==> src/rtl/true2bcd_if.sv <==
// Handshake and result bundle between the calculator core and the
// sign-magnitude to BCD converter feeding the 7-segment drivers.
interface true2bcd_if #(
  parameter int IN_W   = 18,
  parameter int DIGITS = 6
);
  logic                  start;
  logic [IN_W-1:0]       datain;
  logic                  busy;
  logic                  done;
  logic [4*DIGITS-1:0]   bcd;
  logic                  neg;
  logic [DIGITS-1:0]     blank;

  // Requester side: issues start/datain, observes the converted result.
  modport master (
    output start, datain,
    input  busy, done, bcd, neg, blank
  );

  // Converter side.
  modport slave (
    input  start, datain,
    output busy, done, bcd, neg, blank
  );
endinterface

==> src/rtl/true2bcd.sv <==
// Serial double-dabble (shift-add-3) converter: one magnitude bit per clock.
// Takes an IN_W-bit sign-magnitude value and produces DIGITS packed BCD
// digits, a negative flag and a leading-zero blank mask. Result outputs only
// change on the done pulse, so the display never sees partial digits.
module true2bcd #(
  parameter int IN_W   = 18,
  parameter int DIGITS = 6
) (
  input  logic       clk,
  input  logic       rst_n,
  true2bcd_if.slave  bus
);

  localparam int MAG_W = IN_W - 1;
  localparam int BCD_W = 4 * DIGITS;
  localparam int SR_W  = BCD_W + MAG_W;
  localparam int CNT_W = $clog2(MAG_W);

  localparam logic [CNT_W-1:0]  LAST_ITER = CNT_W'(MAG_W - 1);
  localparam logic [DIGITS-1:0] BLANK_RST = {{(DIGITS-1){1'b1}}, 1'b0};

  localparam logic [0:0] IDLE = 1'b0;
  localparam logic [0:0] CONV = 1'b1;

  logic [0:0]        state;
  logic [SR_W-1:0]   sr;          // {BCD field, remaining binary bits}
  logic [CNT_W-1:0]  cnt;
  logic              neg_pend;    // sign of the value in flight, zero-qualified
  logic              busy_q;
  logic              done_q;
  logic [BCD_W-1:0]  bcd_q;
  logic              neg_q;
  logic [DIGITS-1:0] blank_q;

  logic [SR_W-1:0]   adj;
  logic [SR_W-1:0]   shifted;
  logic [BCD_W-1:0]  next_bcd;
  logic [DIGITS-1:0] next_blank;
  logic              zero_run;

  // Add-3 to every BCD nibble >= 5, then shift; blank mask from the result.
  always_comb begin
    // NOTE: every variable gets a default before any conditional update so
    // no path leaves it unassigned, which would otherwise infer a latch.
    adj        = sr;
    next_blank = '0;
    zero_run   = 1'b1;
    for (int i = 0; i < DIGITS; i++) begin
      if (sr[MAG_W + 4*i +: 4] >= 4'd5)
        adj[MAG_W + 4*i +: 4] = sr[MAG_W + 4*i +: 4] + 4'd3;
    end
    shifted  = adj << 1;
    next_bcd = shifted[SR_W-1 -: BCD_W];
    // A digit is blank only if it and every digit above it are zero;
    // the units digit is always shown.
    for (int i = DIGITS - 1; i >= 1; i--) begin
      zero_run      = zero_run & (next_bcd[4*i +: 4] == 4'd0);
      next_blank[i] = zero_run;
    end
  end

  // Control FSM, shift register and result registers.
  always_ff @(posedge clk or negedge rst_n) begin
    // NOTE: sequential state uses non-blocking assignments so every register
    // samples pre-edge values regardless of statement order.
    if (!rst_n) begin
      state    <= IDLE;
      sr       <= '0;
      cnt      <= '0;
      neg_pend <= 1'b0;
      busy_q   <= 1'b0;
      done_q   <= 1'b0;
      bcd_q    <= '0;
      neg_q    <= 1'b0;
      blank_q  <= BLANK_RST;
    end else begin
      done_q <= 1'b0;
      case (state)
        IDLE: begin
          if (bus.start) begin
            sr       <= {{BCD_W{1'b0}}, bus.datain[MAG_W-1:0]};
            neg_pend <= bus.datain[IN_W-1] & (|bus.datain[MAG_W-1:0]);
            cnt      <= '0;
            busy_q   <= 1'b1;
            state    <= CONV;
          end
        end
        CONV: begin
          sr  <= shifted;
          cnt <= cnt + CNT_W'(1);
          if (cnt == LAST_ITER) begin
            bcd_q   <= next_bcd;
            neg_q   <= neg_pend;
            blank_q <= next_blank;
            done_q  <= 1'b1;
            busy_q  <= 1'b0;
            state   <= IDLE;
          end
        end
        default: state <= IDLE;
      endcase
    end
  end

  assign bus.busy  = busy_q;
  assign bus.done  = done_q;
  assign bus.bcd   = bcd_q;
  assign bus.neg   = neg_q;
  assign bus.blank = blank_q;

endmodule

==> src/flat_wrapper.sv <==
// flat-port wrapper written by rule: the top's interface ports become plain ports
module true2bcd_flat 
#(
  parameter int IN_W   = 18,
  parameter int DIGITS = 6
)
  (clk, rst_n, bus_start, bus_datain, bus_busy, bus_done, bus_bcd, bus_neg, bus_blank);
  true2bcd_if #(.IN_W(IN_W), .DIGITS(DIGITS)) bus_i ();
  input  logic clk;
  input  logic rst_n;
  input wire logic [$bits(bus_i.start)-1:0] bus_start;
  input wire logic [$bits(bus_i.datain)-1:0] bus_datain;
  output wire logic [$bits(bus_i.busy)-1:0] bus_busy;
  output wire logic [$bits(bus_i.done)-1:0] bus_done;
  output wire logic [$bits(bus_i.bcd)-1:0] bus_bcd;
  output wire logic [$bits(bus_i.neg)-1:0] bus_neg;
  output wire logic [$bits(bus_i.blank)-1:0] bus_blank;
  assign bus_i.start = bus_start;
  assign bus_i.datain = bus_datain;
  assign bus_busy = bus_i.busy;
  assign bus_done = bus_i.done;
  assign bus_bcd = bus_i.bcd;
  assign bus_neg = bus_i.neg;
  assign bus_blank = bus_i.blank;
  true2bcd #(.IN_W(IN_W), .DIGITS(DIGITS)) u_core (.clk(clk), .rst_n(rst_n), .bus(bus_i));
endmodule
==> config.mk <==
export PLATFORM = sky130hd
export DESIGN_NAME = true2bcd_flat
export DESIGN_NICKNAME = d
export VERILOG_FILES = /design/src/rtl/true2bcd_if.sv /design/src/rtl/true2bcd.sv /design/src/flat_wrapper.sv
export SDC_FILE = /design/constraint.sdc
export NUM_CORES = 1
export LEC_CHECK = 0
export ABC_AREA = 1
export CORE_ASPECT_RATIO = 0.75
export CORE_MARGIN = 2
export CORE_UTILIZATION = 55
export CTS_BUF_LIST = sky130_fd_sc_hd__clkbuf_2 sky130_fd_sc_hd__clkbuf_4 sky130_fd_sc_hd__clkbuf_8
export CTS_CLUSTER_DIAMETER = 100
export DETAILED_ROUTE_END_ITERATION = 10
export PLACE_DENSITY = 0.77
export SETUP_SLACK_MARGIN = 0.1
export SLEW_MARGIN = 30
export SYNTH_ARGS = -nofsm -noshare
export SYNTH_HDL_FRONTEND = slang
export SYNTH_SLANG_ARGS = --single-unit
==> constraint.sdc <==
create_clock -name clk -period 3 [get_ports clk]
set_clock_uncertainty 0.05 [all_clocks]
set_input_delay 0.6 -clock clk [delete_from_list [all_inputs] [get_ports clk]]
set_output_delay 0.6 -clock clk [all_outputs]
set_load 0.01 [all_outputs]
Word-level counts from Yosys, hierarchy flattened
Index checks and enable logic that the tools add are counted.
{"block": "word_totals", "regBits": 80, "latch_bits": 0, "ramBits": 0, "rom_bits": 0, "input_bits": 21, "output_inout_bits": 33, "elab_cells": 58, "mem_count": 0}
{"block": "op_classes", "n_addsub": 7, "mul": 0, "div": 0, "magnitude_cmp": 6, "eq_ne": 3, "shift": 0, "n_mux": 18, "bitwise": 6, "reduce_logical": 9}
{"op": "one-hot mux 41 bit (2 select lines)", "count": 1}
{"op": "two-way mux 41 bit", "count": 1}
{"op": ">= comparator 4 x 3 -> 1 bit (second input constant)", "count": 6}
{"op": "adder 4 x 2 -> 4 bit (second input constant)", "count": 5}
{"op": "zero test 4 bit", "count": 5}
{"op": "two-way mux 4 bit", "count": 5}
{"op": "OR reduction 17 bit", "count": 1}
{"op": "one-hot mux 5 bit (2 select lines)", "count": 1}
{"op": "two-way mux 1 bit", "count": 6}
{"op": "AND reduction 2 bit", "count": 3}
{"op": "adder 5 x 1 -> 5 bit (second input constant)", "count": 1}
{"op": "AND 1 bit", "count": 5}
{"op": "== test 5 bit (second input constant)", "count": 1}
{"op": "two-way mux 5 bit", "count": 1}
{"op": "!= test 2 bit (second input constant)", "count": 2}
{"op": "one-hot mux 1 bit (2 select lines)", "count": 2}
{"op": "adder 3 x 2 -> 3 bit (second input constant)", "count": 1}
{"op": "two-way mux 3 bit", "count": 1}
{"op": "inverter 1 bit", "count": 1}

Logic depth before layout (Yosys ltp)
{"block": "logic_depth", "word_depth": 7, "mapped_depth": 13, "mapped_depth_nobuf": 13}

Worst setup path after synthesis
Ideal clock, no wire load.
{"block": "synth_timing", "path_type": "reg-to-reg", "from": "reg u_core.sr[30]", "to": "reg u_core.blank_q[1] (netlist: u_core.bus.blank[1])", "setup_time_ns": 0.060, "t_arrival_ns": 1.360, "slack_ns": 1.529, "path_stages_with_launch": 11, "cell_sequence": "dfrtp_1 -> inv_1 -> ha_1 -> inv_1 -> nand2_1 -> nand3_2 -> xor2_2 -> nand2_1 -> nor2_2 -> nand4_1 -> nand2_1"}
{"block": "synth_between", "elab_chain_cells": 7}
{"element": "start: declaration", "line": "true2bcd.sv:26", "source": "logic [SR_W-1:0] sr;"}
{"element": "start signal: assignment", "line": "true2bcd.sv:81", "source": "sr <= {{BCD_W{1'b0}}, bus.datain[MAG_W-1:0]};"}
{"element": "start signal: assignment", "line": "true2bcd.sv:89", "source": "sr <= shifted;"}
{"element": "adder 4 x 2 -> 4 bit or >= comparator 4 x 3 -> 1 bit (tied branches)", "line": "true2bcd.sv:50, true2bcd.sv:49"}
{"element": "two-way mux 4 bit *", "line": "true2bcd.sv:49", "source": "if (sr[MAG_W + 4*i +: 4] >= 4'd5)"}
{"element": "zero test 4 bit", "line": "true2bcd.sv:57", "source": "zero_run = zero_run & (next_bcd[4*i +: 4] == 4'd0);"}
{"element": "AND 1 bit", "line": "true2bcd.sv:57"}
{"element": "AND 1 bit * (3 in series)", "line": "true2bcd.sv:57"}
{"element": "end signal: assignment", "line": "true2bcd.sv:94", "source": "blank_q <= next_blank;"}
{"element": "end: declaration", "line": "true2bcd.sv:33", "source": "logic [DIGITS-1:0] blank_q;"}
Mark *: on every way between the ends. The rest lies on a longest branch, timed or not.
A chain may end at the register's enable or synchronous reset.

Final worst setup path
{"block": "layout_timing", "from": "reg u_core.blank_q[1] (netlist: u_core.bus.blank[1])", "to": "out bus_blank[1]"}
{"element": "end: declaration", "line": "flat_wrapper.sv:17", "source": "output wire logic [$bits(bus_i.blank)-1:0] bus_blank;"}
No word-level cell between the ends.

==> results.json <==
{
  "hold_viol": 0,
  "path_buf_inv": 1,
  "postCtsResizedCells": 0,
  "antenna_found_initial": 0,
  "syn_nets": 479,
  "ant_nets": 0,
  "tns_ps": 0,
  "drt-total-wl_um": 7990,
  "cts.clk_slew.worst_paths_ps": 80,
  "htree_levels": 3,
  "setup_viol": 0,
  "hp-class": "in2async",
  "ff2ff_setup_slack_ps": 1100,
  "status": "complete, no violations",
  "fmaxAchievable_mhz": 484,
  "tightest_slew_ps": 830,
  "synthDistinctLibCells": 37,
  "root_buffer": "clkbuf_8",
  "grt_max_degree": 81,
  "post-cts-setup-buffer-count": 0,
  "path_cells": "clkdlybuf4s50_1",
  "hold_buffers": 0,
  "synthArstFlopShare_pct": 100,
  "start_kind": "flip-flop",
  "synth_seq_cells": 80,
  "numCtsBuffers": 9,
  "yosysSeqAreaShare_pct": 51.8,
  "synth_area_um2": 3880,
  "ir_worst_vdd_mv": 0.462,
  "critPathRequiredTime_ps": 2350,
  "antennaDiodeCount": 0,
  "port_buffers": 52,
  "p_total_uw": 5100,
  "place_inst": 568,
  "fin_crit_sh_pct": 68.9,
  "hold_ws_ps": 217,
  "cp.arrival_ps": 1420,
  "synth_top_area_share_pct": 48.4,
  "grt_pass1_vias": 3054,
  "synth_cells": 444,
  "dieArea_um2": 7750,
  "crit_path_end_kind": "output pin",
  "rsz0062_at_grt": "false",
  "synth_edf_count": 0,
  "synth_area_leader_cell": "dfrtp_1",
  "first_pass_iters": 5,
  "layout_commonest_cell": "nand2_1",
  "worstSetupPathType": "reg2out",
  "num_rows": 26,
  "relSlewSlack_pct": 44.6,
  "die_h_um": 76.7,
  "layout.cells.non_filler": 583,
  "min_period_ps": 2070,
  "crit_family": "flip-flops",
  "clk_latency_ps": 350,
  "fillerInstances": 566,
  "dp_hpwl_um": 5450,
  "synth_area_leaders": "dfrtp_1 48%, nand2_1 12%, inv_1 4.8%",
  "crit_fanout": 2,
  "synthFlopType": "dfrtp_1",
  "io_pins": 54,
  "timing.max_cap.violations": 0,
  "design.core.area_um2": 6830,
  "vias_per_cell": 5.37,
  "cts_tree": "done",
  "cts.sinks": 80,
  "gp_congestion": 0.838,
  "drive_gt1_share_pct": 11.4,
  "yosys_warnings": 0,
  "fin_nets": 530,
  "power_density_nw_per_um2": 1090,
  "start_util_pct": 56.8,
  "power_leakage_uw": 0.00226,
  "overflow": 0,
  "finalMaxSlewViolations": 0,
  "area_delta_synth_final_pct": 20.2,
  "drt_iter0_drc": 210,
  "vias": 3132,
  "cp_slowest_cell": "dfstp_2",
  "clock_path_buffers": 2,
  "die_w_um": 101,
  "layout_common_cells": "122 x nand2_1, 75 x dfrtp_1, 51 x clkdlybuf4s50_1",
  "grt_usage_pct": 23.1,
  "wl_per_cell_um": 13.7,
  "grt_pass1_wl_um": 14100,
  "max_stage_delay_ps": 530,
  "drc": 0,
  "synth_area_per_cell_um2": 8.74
}
logic make-up (layout without fill, tap and decap cells):
kind of cell             count (synthesis)  count (layout)  share of synthesized area, %
AND/OR/NAND/NOR                        184             184                          21.5
AO/OA/AOI/OAI                           85              85                          13.2
flip-flops                              80              80                          51.8
buffers and inverters                   77             132                          8.06
adder cells (fa/ha/maj)                 14              14                          4.52
XOR/XNOR                                 3               3                         0.871
other                                    1               1                        0.0967
registers in the layout, indices dropped and copies added, names as in the netlist, 5 cells and up:
name,flops
u_core.bus.bcd,24
u_core.sr,41
u_core.bus.blank,5
u_core.cnt,5
synthesized netlist by cell type, types with 2 or more instances:
library cell / instances
xor2_1: 2
nor2_1: 15
nand2_2: 7
a21oi_1: 2
o211ai_1: 7
a22oi_1: 5
o21a_1: 2
o22ai_1: 21
o21ai_0: 15
nand3_2: 4
inv_1: 50
ha_1: 14
nand2_1: 122
clkbuf_1: 2
nor4_1: 2
nor2_2: 3
nand3_1: 14
buf_4: 2
nor3_1: 2
nor2_4: 2
dfstp_2: 5
inv_2: 10
o221ai_1: 5
dfrtp_1: 75
o21ai_1: 25
buf_2: 12
nand4_1: 9
per-layer routing:
metal	global-route usage (%)	share of wire, %
met1	31.2	47
met5	0	0
met2	37.1	48
met4	8.24	1.5
met3	5.01	3.9
worst paths after layout:
path	start	end	cells after the start
min reg2reg	u_core.bus.blank[1]	u_core.bus.blank[1]	2
min in group clk	u_core.bus.blank[1]	u_core.bus.blank[1]	2
min	rst_n	u_core.bus.bcd[21]	1
max	u_core.bus.blank[1]	bus_blank[1]	1
max reg2reg	u_core.cnt[0]	u_core.bus.bcd[22]	6
max in group asynchronous	rst_n	u_core.sr[4]	1
metrics by stage:
step,setup slack (ps),cell area (µm²),util [%]
after floorplan,1530,3880,-
after detailed placement,903,4450,65.2
after CTS,906,4660,68.2
after global routing,890,4660,68.2
after global placement,953,4450,65.1
final,932,4660,68.2
report_power, final:
group / internal (µW) / total (µW) / switching, µW
Sequential: 1540 / 1830 / 287
Combinational: 986 / 2420 / 1430
Clock: 480 / 849 / 369
Total: 3010 / 5100 / 2090
area by class of cell:
class | count | area, µm² | area share, %
Clock buffer | 11 | 139 | 2.98
Clock inverter | 4 | 70.1 | 1.50
Inverter | 61 | 230 | 4.94
Multi-Input combinational cell | 287 | 1560 | 33.4
Sequential cell | 80 | 2010 | 43.1
Tap cell | 84 | 105 | 2.25
Timing Repair Buffer | 56 | 552 | 11.8
No activity file was read; power rests on OpenSTA's default activity.
